File: config.mk
export PLATFORM = sky130hd
export DESIGN_NAME = button_conditioner
export DESIGN_NICKNAME = d
export VERILOG_FILES = /design/src/rtl/button_conditioner.sv
export SDC_FILE = /design/constraint.sdc
export NUM_CORES = 1
export LEC_CHECK = 0
export BUFFER_PORTS_ARGS = -buffer_cell sky130_fd_sc_hd__clkbuf_2
export CAP_MARGIN = 20
export CORE_MARGIN = 1
export CORE_UTILIZATION = 35
export DETAILED_ROUTE_END_ITERATION = 10
export HOLD_SLACK_MARGIN = 0.05
export SLEW_MARGIN = 30
export SYNTH_ARGS = -nofsm -noshare
export SYNTH_HDL_FRONTEND = slang
export SYNTH_SLANG_ARGS = --single-unit
File: constraint.sdc
create_clock -name clk -period 11.41 [get_ports clk]
set_input_delay 2.282 -clock clk [delete_from_list [all_inputs] [get_ports clk]]
set_output_delay 2.282 -clock clk [all_outputs]
set_load 0.01 [all_outputs]
File: src/rtl/button_conditioner.sv
// Push-button input conditioner: 2-FF synchroniser, per-bit debounce, press/release
// edge pulses and a one-shot long-press detector with a held flag.
module button_conditioner #(
    parameter int unsigned N_BTN       = 5,
    parameter int unsigned CLK_HZ      = 50_000_000,
    parameter int unsigned DEBOUNCE_MS = 20,
    parameter int unsigned LONG_MS     = 5000,
    parameter bit          ACTIVE_LOW  = 1'b1
) (
    input  logic             clk,
    input  logic             rst,
    input  logic [N_BTN-1:0] btn_raw,
    output logic [N_BTN-1:0] btn_level,
    output logic [N_BTN-1:0] btn_press,
    output logic [N_BTN-1:0] btn_release,
    output logic [N_BTN-1:0] btn_long,
    output logic [N_BTN-1:0] btn_held,
    output logic             any_press
);

    localparam int unsigned DB_CYC   = CLK_HZ / 1000 * DEBOUNCE_MS;
    localparam int unsigned LONG_CYC = CLK_HZ / 1000 * LONG_MS;
    localparam int unsigned DB_W     = $clog2(DB_CYC + 1);
    localparam int unsigned LONG_W   = $clog2(LONG_CYC + 1);

    localparam logic [N_BTN-1:0] POL = {N_BTN{ACTIVE_LOW}};

    typedef enum logic [1:0] {
        IDLE  = 2'd0,
        COUNT = 2'd1,
        HELD  = 2'd2
    } hold_state_t;

    logic [N_BTN-1:0] sync1;
    logic [N_BTN-1:0] sync2;
    logic [N_BTN-1:0] level_d;
    logic [N_BTN-1:0] rise;

    // Polarity is normalised ahead of the first flop so reset loads "released".
    always_ff @(posedge clk or posedge rst) begin
        if (rst) begin
            sync1 <= '0;
            sync2 <= '0;
        end else begin
            sync1 <= btn_raw ^ POL;
            sync2 <= sync1;
        end
    end

    assign rise = btn_level & ~level_d;

    // Edge pulses land one cycle after the debounced level changes.
    always_ff @(posedge clk or posedge rst) begin
        if (rst) begin
            level_d     <= '0;
            btn_press   <= '0;
            btn_release <= '0;
            any_press   <= 1'b0;
        end else begin
            level_d     <= btn_level;
            btn_press   <= rise;
            btn_release <= ~btn_level & level_d;
            any_press   <= |rise;
        end
    end

    for (genvar i = 0; i < int'(N_BTN); i++) begin : g_bit
        logic [DB_W-1:0]   db_cnt;
        logic              level_q;
        logic [LONG_W-1:0] hold_cnt;
        logic              long_q;
        logic              held_q;
        hold_state_t       state;

        assign btn_level[i] = level_q;
        assign btn_long[i]  = long_q;
        assign btn_held[i]  = held_q;

        // Level toggles only after DB_CYC consecutive disagreeing samples.
        always_ff @(posedge clk or posedge rst) begin
            if (rst) begin
                db_cnt  <= '0;
                level_q <= 1'b0;
            end else if (sync2[i] != level_q) begin
                if (db_cnt == DB_W'(DB_CYC - 1)) begin
                    level_q <= ~level_q;
                    db_cnt  <= '0;
                end else begin
                    db_cnt <= db_cnt + 1'b1;
                end
            end else begin
                db_cnt <= '0;
            end
        end

        // Long-press detector; hold_cnt freezes in HELD so it fires once per press.
        always_ff @(posedge clk or posedge rst) begin
            if (rst) begin
                state    <= IDLE;
                hold_cnt <= '0;
                long_q   <= 1'b0;
                held_q   <= 1'b0;
            end else begin
                long_q <= 1'b0;
                case (state)
                    IDLE: begin
                        hold_cnt <= '0;
                        held_q   <= 1'b0;
                        if (rise[i]) begin
                            state <= COUNT;
                        end
                    end
                    COUNT: begin
                        if (!level_q) begin
                            state    <= IDLE;
                            hold_cnt <= '0;
                        end else if (hold_cnt == LONG_W'(LONG_CYC - 1)) begin
                            state  <= HELD;
                            long_q <= 1'b1;
                            held_q <= 1'b1;
                        end else begin
                            hold_cnt <= hold_cnt + 1'b1;
                        end
                    end
                    HELD: begin
                        if (!level_q) begin
                            state    <= IDLE;
                            hold_cnt <= '0;
                            held_q   <= 1'b0;
                        end
                    end
                    default: begin
                        state    <= IDLE;
                        hold_cnt <= '0;
                        held_q   <= 1'b0;
                    end
                endcase
            end
        end
    end

endmodule

Word level (Yosys, flattened, before mapping) --
Index checks and enable logic that the tools add are counted. Widths: inputs -> output; s select.
Storage, ports and cells: bits in registers 291, input port bits 7, output and inout port bits 26, logic and storage cells 227
Operators by class: add/subtract/negate cells 10, eq/ne operators 55, mux-type cells 90, bitwise gates (word level) 10, reduce and logical (&&, ||, !) cells 26
Operators with widths (count):
- $mux 28 | 15
- $pmux 28 s2 | 5
- $mux 20 | 10
- $add 28x1->28 const B | 5
- $eq 28x28->1 const B | 5
- $add 20x1->20 const B | 5
- $eq 20x20->1 const B | 5
- $mux 2 | 20
- $ne 2x2->1 const B | 20
- $mux 1 | 30
- $ne 3x3->1 const B | 10
- $pmux 2 s3 | 5
- $reduce_and 3->1 | 10
- $reduce_and 2->1 | 10
- $not 5->5 | 3
- $and 5x5->5 | 2
- $eq 2x1->1 const B | 5
- $eq 2x2->1 const B | 5
- $logic_not 2->1 | 5
- $pmux 1 s2 | 5
- $ne 1x1->1 | 5
- $not 1->1 | 5
- $reduce_or 5->1 | 1

Logic depth before layout (Yosys ltp) --
Gate-level depths: netlist (run 1).
word-level depth 4, depth in mapped cells 8

Worst setup path before layout (run 1) --
Ideal clock, no wire load.
kind register to output, start register g_bit[0].level_q, end output port btn_level[0], data arrival time 566 ps, slack 8562 ps, stages on the path, launching flop included 2, path buffers 1, cells stage by stage dfrtp_1 buf_4
RTL lines:
- start, declared | RTL line 69 | logic level_q;
- start signal, assigned | RTL line 86 | level_q <= ~level_q;
- end, declared | RTL line 13 | output logic [N_BTN-1:0] btn_level,
No word-level cell between the ends.

Worst setup path after layout (run 1) --
start register g_bit[4].level_q, end output port btn_level[4]
RTL lines (RTL line):
- start, declared | 69
- start signal, assigned | 86
No word-level cell between the ends.

==> qor.yml, run 1 <==
cts_root_buffer: "clkbuf_16"
outcome: "complete, no violations"
r2r-end: "g_bit[4].hold_cnt[4]"
setup_ws_ns: 7.49
p_leak_uw: 0.00675
cpPeakStageDelay_ns: 0.85
dp_cells: 2135
min_from: "sync1[0]"
cts_tree: "yes"
hold_buffers: 0
async_flop_share_pct: 100
rr_startpoint: "g_bit[4].hold_cnt[11]"
io_pins: 33
drt-initial-drc-count: 730
cts_resized: 0
antenna_found_initial: 0
first_pass_iters: 5
worstHoldPathType: "register to register"
drc: 0
maxCapViolations: 0
endpoint_kind: "output port"
synth.distinct_cells: 87
hold_path_end: "sync2[0]"
period_needed_ns: 3.92
ir_worst_vdd_v: 0.0000915
postCtsSetupRepairBufs: 0
dieArea_um2: 44100
hold_violations: 0
avgSynthCellArea_um2: 9.51
numCtsBuffers: 35
hpwl_mm: 21.4
crit_chain: "clkbuf_2"
worstMarginPinSlew_ns: 0.929
finalSetupTns_ns: 0
grt_pass1_vias: 11600
ys_ff_latch: 291
finalCritPeriodShare_pct: 34.4
dp_slack_ns: 7.43
max_freq_mhz: 255
floorplan.initialDensity_pct: 35.8
vias: 11700
via_per_inst: 5.32
post_route_cells_drive_above_1_share_pct: 8.95
wl_per_cell_um: 14.9
maxSlewViolCount: 0
grtUsageTotal_pct: 15.3
seq_area_frac_synth_pct: 48.0
ant_nets: 0
insertion_delay_ns: 0.54
max_slew_margin_pct: 37.6
syn_inst: 1593
fin_nets: 1612
die_h_um: 210
grt_pass1_wl_mm: 56.8
fillers: 4160
path_buf_inv: 1
synthFlopType: "dfrtp_1"
crit_arrival_ns: 1.64
globalplace.congestion: 0.825
r2r.worst_path.cells: 6
fin_skew_ns: 0.0239
io_buffers: 32
start_kind: "register"
critPathMaxFanout: 23
grt_max_degree: 150
syn_area_um2: 15200
crit_slowest_cell: "dfrtp_1"
syn-num-nets: 1610
rsz0062_at_grt: "no"
power_density_nw_per_um2: 135
core-area_um2: 42300
die-width_um: 210
finalHoldWorstSlack_ns: 0.343
routed_wirelength_mm: 32.6
overflow: 0
final_cells: 2198
yosysWarningCount: 0
critical_path_class: "register to output port"
antenna-diode-count: 0
rows: 75
synth_enable_flop_cells: 0
r2r_slack_ns: 8.73
h-tree-depth: 2
path_clk_slew_ns: 0.06
whs_path_depth: 0
cts_max_path_buffers: 3
finalPower_uw: 2290
synthToLayoutAreaGrowth_pct: 12.0
cp_data_required_time_ns: 9.13
cts.sinks: 291
worst_path_dominant_cell_family: "flip-flops"
setup_viol: 0
## worst register-to-register path, cell delays in order, from the launching register on
cell and delay, ns:
dfrtp_1 0.43, or4b_1 0.55, nor4_2 0.44, a21o_1 0.58
nand2_1 0.25, inv_2 0.20, o31ai_1 0.09
## stage by stage
step	cell area, um2	utilization, %
2_1_floorplan	15200	-
3_3_place_gp	15700	37.1
3_5_place_dp	15700	37.1
4_1_cts	17000	40.1
5_1_grt	17000	40.1
6_report	17000	40.1
## report_power, final
part	internal [uW]	switching [uW]	leakage (uW)
logic	7.21	30.8	0.00209
clock network	762	447	0.000620
registers	1040	4.92	0.00403
total	1810	483	0.00675
## worst max-delay path by stage
stage,to,start,cells after the start,slack [ns]
floorplan,any_press,rst,1,1.09
global placement,g_bit[1].db_cnt[11],rst,3,7.09
detailed placement,g_bit[1].state[1],rst,3,7.43
CTS,btn_level[4],g_bit[4].level_q,1,7.45
global route,btn_level[4],g_bit[4].level_q,1,7.39
finish,btn_level[4],g_bit[4].level_q,1,7.49
## cell families after synthesis
logic type,share of synthesized area (%)
compound gates,8.87
xor+xnor,8.21
fa+ha+maj,0.826
buf+inv,3.86
flops,48.0
mux,1.16
simple gates,29.0
## Yosys cell counts (all sizes together), types with 16 or more instances
cell,instances,area [um2]
clkbuf,42,178
nor3,47,240
xnor2,81,709
o31ai,24,180
dfrtp,291,7280
nand4,56,357
o21ai,35,175
a31oi,25,156
and2,21,133
nand3,106,541
and3,37,233
nand2,140,528
a21oi,47,235
nor4,50,398
nor2b,16,100
xor2,61,534
nand2b,26,163
nor2,193,724
inv,50,188
buf,30,220
or3,28,181
## state kept, by name, summed over array words and instances (netlist names)
signal,cells
any_press,1
btn_press,5
btn_release,5
g_bit.db_cnt,100
g_bit.held_q,5
g_bit.hold_cnt,140
g_bit.level_q,5
g_bit.long_q,5
g_bit.state,10
level_d,5
sync1,5
sync2,5
## placed cells by master (no fill, tap or decap), types with 36 or more instances in the layout
master and count:
clkbuf_16 36, nand3_1 104, nor3_1 46, xnor2_1 81, and3_1 36, dfrtp_1 291
nand4_1 55, a21oi_1 46, nand2_1 139, xor2_1 61, nor2_1 193, inv_1 46
nor4_1 41
## metal layers
| layer | vias up | GRT usage (%) | share of wire, % |
|---|---|---|---|
| met5 | - | 0 | 0 |
| met4 | 0 | 5.13 | 2.1 |
| met3 | 52 | 2.91 | 4.7 |
| met2 | 183 | 24.1 | 45 |
| met1 | 5743 | 21.2 | 48 |
| li1 | 5710 | - | - |
## layout make-up
type / count / area [um2] / area share, %
clock buffers: 48 / 1020 / 5.99
flip-flops and latches: 291 / 7280 / 42.9
well taps: 577 / 722 / 4.25
repair buffers: 37 / 201 / 1.19
inverters: 50 / 200 / 1.18
clock inverters: 15 / 246 / 1.45
multi-input cells: 1180 / 7300 / 43.0
Power figures use the tool's default switching activity.
==> inputs of run 2 (changes only) <==
Clock period 11.41 ns to 4.1 ns, I/O delays scaled along.
==> run 2 against run 1 <==
Sequential power grew to 2.8 times the previous value. Via count about the same. Worst hold slack gained 0.0026 ns. Clock skew fell by 0.0056 ns. Count of clock-buffer cells in the layout is 6 lower. Non-clock buffer count increased by 5. Cell count grew 0.23%. Routed wire length fell by 1.1%. Largest power group unchanged.
==> qor.yml, run 2 (synthesis gave the netlist of run 1 again) <==
outcome: "complete, no violations"
power_density_nw_per_um2: 372
first_pass_iters: 5
h-tree-depth: 2
largest_reg_flops: 140
finalCritPeriodShare_pct: 63.7
final_cell_mix: "dfrtp_1, nor2_1, nand2_1, nand3_1, xnor2_1"
hold_violations: 0
r2r-end: "g_bit[4].hold_cnt[4]"
finalSetupTns_ns: 0
max_slew_margin_pct: 43.3
globalplace.congestion: 0.842
critPathMaxFanout: 21
grt_pass1_vias: 11400
final_common_cell: "dfrtp_1"
postCtsSetupRepairBufs: 0
crit_arrival_ns: 1.79
synthToLayoutAreaGrowth_pct: 12.4
rows: 75
grtUsageTotal_pct: 15.2
maxSlewViolCount: 0
drc: 0
fin_nets: 1618
insertion_delay_ns: 0.54
hold_buffers: 0
core-area_um2: 42300
regMostFlops: "g_bit.hold_cnt"
die_h_um: 210
dp_slack_ns: 1.59
grt_max_degree: 77
cp_data_required_time_ns: 3.28
r2r.worst_path.cells: 6
period_needed_ns: 2.61
die-width_um: 210
worstMarginPinSlew_ns: 0.850
routed_wirelength_mm: 32.3
ant_nets: 0
ir_worst_vdd_v: 0.000239
worstHoldPathType: "register to register"
r2r_slack_ns: 1.53
wl_per_cell_um: 14.7
cts_resized: 0
antenna-diode-count: 0
cts_tree: "yes"
vias: 11700
maxCapViolations: 0
rr_startpoint: "g_bit[4].hold_cnt[11]"
antenna_found_initial: 0
cts_root_buffer: "clkbuf_16"
cts_max_path_buffers: 3
post_route_cells_drive_above_1_share_pct: 9.35
p_leak_uw: 0.00678
cts.sinks: 291
drt-initial-drc-count: 704
numCtsBuffers: 36
critical_path_class: "register to output port"
hold_path_end: "sync2[1]"
max_freq_mhz: 383
finalPower_uw: 6330
path_clk_slew_ns: 0.06
start_kind: "register"
via_per_inst: 5.31
rsz0062_at_grt: "no"
io_buffers: 32
dieArea_um2: 44100
floorplan.initialDensity_pct: 35.8
io_pins: 33
fin_skew_ns: 0.0183
overflow: 0
grt_pass1_wl_mm: 56.6
whs_path_depth: 0
endpoint_kind: "output port"
hpwl_mm: 21.8
min_from: "sync1[1]"
top_regs: "g_bit.hold_cnt: 140 flops, g_bit.db_cnt: 100 flops, g_bit.state: 10 flops"
setup_viol: 0
setup_ws_ns: 1.49
run 2: changes by cell type in the layout (fill, tap and decap cells not counted), sizes merged:
cell / before / now
clkbuf: 80 / 74
inv: 52 / 49
buf: 5 / 10
clkinvlp: 1 / 3
clkinv: 6 / 13
run 2: layout make-up:
cell class	instances	area (um2)
fillers	4112	25300
well taps	577	722
repair buffers	42	273
flip-flops and latches	291	7280
multi-input cells	1180	7320
inverters	50	191
clock buffers	42	943
clock inverters	21	302
run 2: worst max path at each step:
stage,end,slack [ns],startpoint
2_1_floorplan,any_press,-0.58,rst
3_3_place_gp,g_bit[4].hold_cnt[9],1.63,g_bit[4].hold_cnt[14]
3_5_place_dp,g_bit[4].hold_cnt[4],1.59,g_bit[4].hold_cnt[11]
4_1_cts,btn_level[3],1.46,g_bit[3].level_q
5_1_grt,g_bit[4].hold_cnt[4],1.33,g_bit[4].hold_cnt[14]
6_report,btn_level[3],1.49,g_bit[3].level_q
run 2: power by group:
group / switching [uW] / internal, uW / leakage (uW) / total, uW
clock: 1280 / 2040 / 0.000608 / 3320
combinational: 85.0 / 25.3 / 0.00214 / 110
sequential: 13.4 / 2890 / 0.00403 / 2900
total: 1380 / 4960 / 0.00678 / 6330
run 2: metrics by stage:
stage | hold WS [ns] | cell area [um2] | util (%) | std cells
CTS | 0.348 | 17000 | 40.2 | 2203
detailed placement | 0.336 | 15800 | 37.3 | 2140
floorplan | 0.331 | 15200 | - | 1593
global route | 0.356 | 17000 | 40.2 | 2203
global placement | 0.332 | 15800 | 37.2 | 2140
finish | 0.346 | 17000 | 40.2 | 2203
run 2: worst max-delay path, cell delays in order, from the launching register on:
cell      delay, ns
dfrtp_1        0.80
buf_4          0.30
clkbuf_2       0.15
run 2: metal layers:
metal	vias up	share of wire [%]	global-route usage [%]
met5	-	0	0
met4	0	2.4	5.46
met3	58	3.9	2.65
met2	175	45	24.1
met1	5743	49	20.9
li1	5717	-	-
==> inputs of run 3 (changes only) <==
Settings changed: ABC_AREA set to 1.
Clock period 4.1 ns to 2.5 ns, I/O delays scaled along.
==> run 3 against run 2 <==
Sequential share of layout area is 5.0 points lower. Synthesized cell count is 52% higher. Critical path depth is 8 higher. Combinational power is 77% higher. Cell area is 13% higher. First-iteration DRC count is 68% higher. Count of clock-buffer cells in the layout is 4 higher. Utilization is 0.12 points lower. Synthesized area is 13% higher. Largest cell class unchanged. Highest routed layer unchanged.
==> qor.yml, run 3 <==
outcome: "complete, no violations"
grt_pass1_wl_mm: 72.5
antenna-diode-count: 0
yosysWarningCount: 0
ant_nets: 0
antenna_found_initial: 0
max_freq_mhz: 460
endpoint_kind: "register"
cts.sinks: 291
ir_worst_vdd_v: 0.000366
maxCapViolations: 0
cts_max_path_buffers: 3
synthToLayoutAreaGrowth_pct: 12.6
synthFlopType: "dfrtp_1"
numCtsBuffers: 36
die_h_um: 223
r2r-end: "g_bit[2].hold_cnt[1]"
worstHoldPathType: "input port to register"
drc: 0
ys_ff_latch: 291
rows: 80
rsz0062_at_grt: "no"
async_flop_share_pct: 100
floorplan.initialDensity_pct: 35.6
r2r_slack_ns: 0.33
finalCritPeriodShare_pct: 86.9
rr_startpoint: "g_bit[2].hold_cnt[0]"
yosys-top-cells-area: "dfrtp_1, nand2_1, nor2_1"
seq_area_frac_synth_pct: 42.5
fin_skew_ns: 0.00971
hpwl_mm: 30.5
r2r.worst_path.cells: 10
min_from: "btn_raw[3]"
worstMarginPinSlew_ns: 0.581
core-area_um2: 48000
first_pass_iters: 5
period_needed_ns: 2.17
vias: 15600
cts_tree: "yes"
cp_data_required_time_ns: 2.93
globalplace.congestion: 0.951
routed_wirelength_mm: 42.6
h-tree-depth: 2
power_density_nw_per_um2: 561
io_buffers: 32
via_per_inst: 5.02
path_clk_slew_ns: 0.05
yosysTopAreaCell: "dfrtp_1"
synth_enable_flop_cells: 0
fillers: 4930
yosys.cell_count.top_type: "nand2_1"
finalHoldWorstSlack_ns: 0.108
cts_root_buffer: "clkbuf_16"
yosysTopAreaCellShare_pct: 42.5
synthTopCellsByCount: "nand2_1, nor2_1, dfrtp_1, inv_1, nand3_1"
hold_violations: 0
finalPower_uw: 10800
grt_max_degree: 92
critPathMaxFanout: 19
whs_path_depth: 2
final_cell_mix: "nand2_1, nor2_1, dfrtp_1, inv_1, nand3_1"
grtUsageTotal_pct: 17.5
insertion_delay_ns: 0.53
dp_cells: 3042
placed_area_um2: 17900
wl_per_cell_um: 13.7
final_cells: 3106
grt_pass1_vias: 15000
avgSynthCellArea_um2: 7.07
final_common_cell: "nand2_1"
synth.distinct_cells: 50
design_area_um2: 19300
overflow: 0
maxSlewViolCount: 0
max_slew_margin_pct: 61.3
setup_viol: 0
critical_path_class: "register to register"
post-route-util_pct: 40.1
dieArea_um2: 49800
hold_path_end: "sync1[3]"
syn-num-nets: 2440
p_leak_uw: 0.00798
crit_arrival_ns: 2.61
syn_area_um2: 17100
fin_nets: 2483
post_route_cells_drive_above_1_share_pct: 7.99
top_regs: "g_bit.hold_cnt: 140 flops, g_bit.db_cnt: 100 flops, g_bit.state: 10 flops"
start_kind: "register"
regMostFlops: "g_bit.hold_cnt"
cts_resized: 0
io_pins: 33
die-width_um: 223
largest_reg_flops: 140
drt-initial-drc-count: 1185
syn_inst: 2423
## run 3: per-layer routing
metal  part of all wire, %  GRT usage [%]  up-vias  wire, um
met4                   2.6           5.70        0      1100
li1                      -              -     7842         -
met5                     0              0        -         0
met1                    48           23.4     7328     20300
met2                    45           28.8      344     19200
met3                   4.6           2.91       90      1970
## run 3: worst max-delay path by stage
stage / start / to / slack, ns
after global placement: g_bit[2].hold_cnt[0] / g_bit[2].hold_cnt[12] / 0.44
after global routing: g_bit[2].hold_cnt[0] / g_bit[2].hold_cnt[1] / 0.09
after CTS: g_bit[2].hold_cnt[0] / g_bit[2].hold_cnt[1] / 0.33
final: g_bit[2].hold_cnt[0] / g_bit[2].hold_cnt[1] / 0.33
after detailed placement: g_bit[2].hold_cnt[0] / g_bit[2].hold_cnt[1] / 0.34
after floorplan: rst / any_press / -1.86
## run 3: cell families after synthesis
group | Yosys count | share of synthesized area (%)
muxes | 3 | 0.197
adders and majority gates | 10 | 0.731
AOI/OAI and AO/OA | 175 | 6.26
and+or+nand+nor | 1559 | 39.3
buffers and inverters | 328 | 8.09
DFF | 291 | 42.5
xor gates and xnor gates | 57 | 2.91
## run 3: area by class of cell
| class | instances | area, um2 | share of cell area (%) |
|---|---|---|---|
| sequential | 291 | 7280 | 37.8 |
| clock inverter | 17 | 329 | 1.71 |
| inverter | 276 | 1050 | 5.45 |
| tap | 615 | 769 | 3.99 |
| timing repair buffer | 57 | 388 | 2.01 |
| clock buffer | 46 | 1000 | 5.19 |
| multi-input combinational | 1804 | 8460 | 43.9 |
## run 3: through the flow
step,setup TNS (ns),worst slack [ns]
after global placement,0,0.437
after detailed placement,0,0.342
after global routing,0,0.0864
after CTS,0,0.331
final,0,0.326
after floorplan,-541.60,-1.86
## run 3: critical path, stage by stage, from the launching register on
cell	delay, ns
dfrtp_1	0.43
ha_1	0.26
nand2_1	0.10
nor2_2	0.21
nand4_1	0.11
nor2_1	0.14
nand3_1	0.13
nand2_2	0.27
buf_4	0.28
nand2_1	0.07
o21ai_0	0.08
## run 3: timing repair
action,4_1_cts,5_1_grt
setup endpoints to repair,0,0
endpoints found under the hold margin,5,0
hold buffers,1,0
buffers inserted,0,0
## run 3: report_power, final
group | switching (uW) | total (uW) | leakage, uW | internal (uW)
Combinational | 151 | 195 | 0.00330 | 44.0
Clock | 2090 | 5850 | 0.000644 | 3760
Sequential | 19.5 | 4760 | 0.00403 | 4740
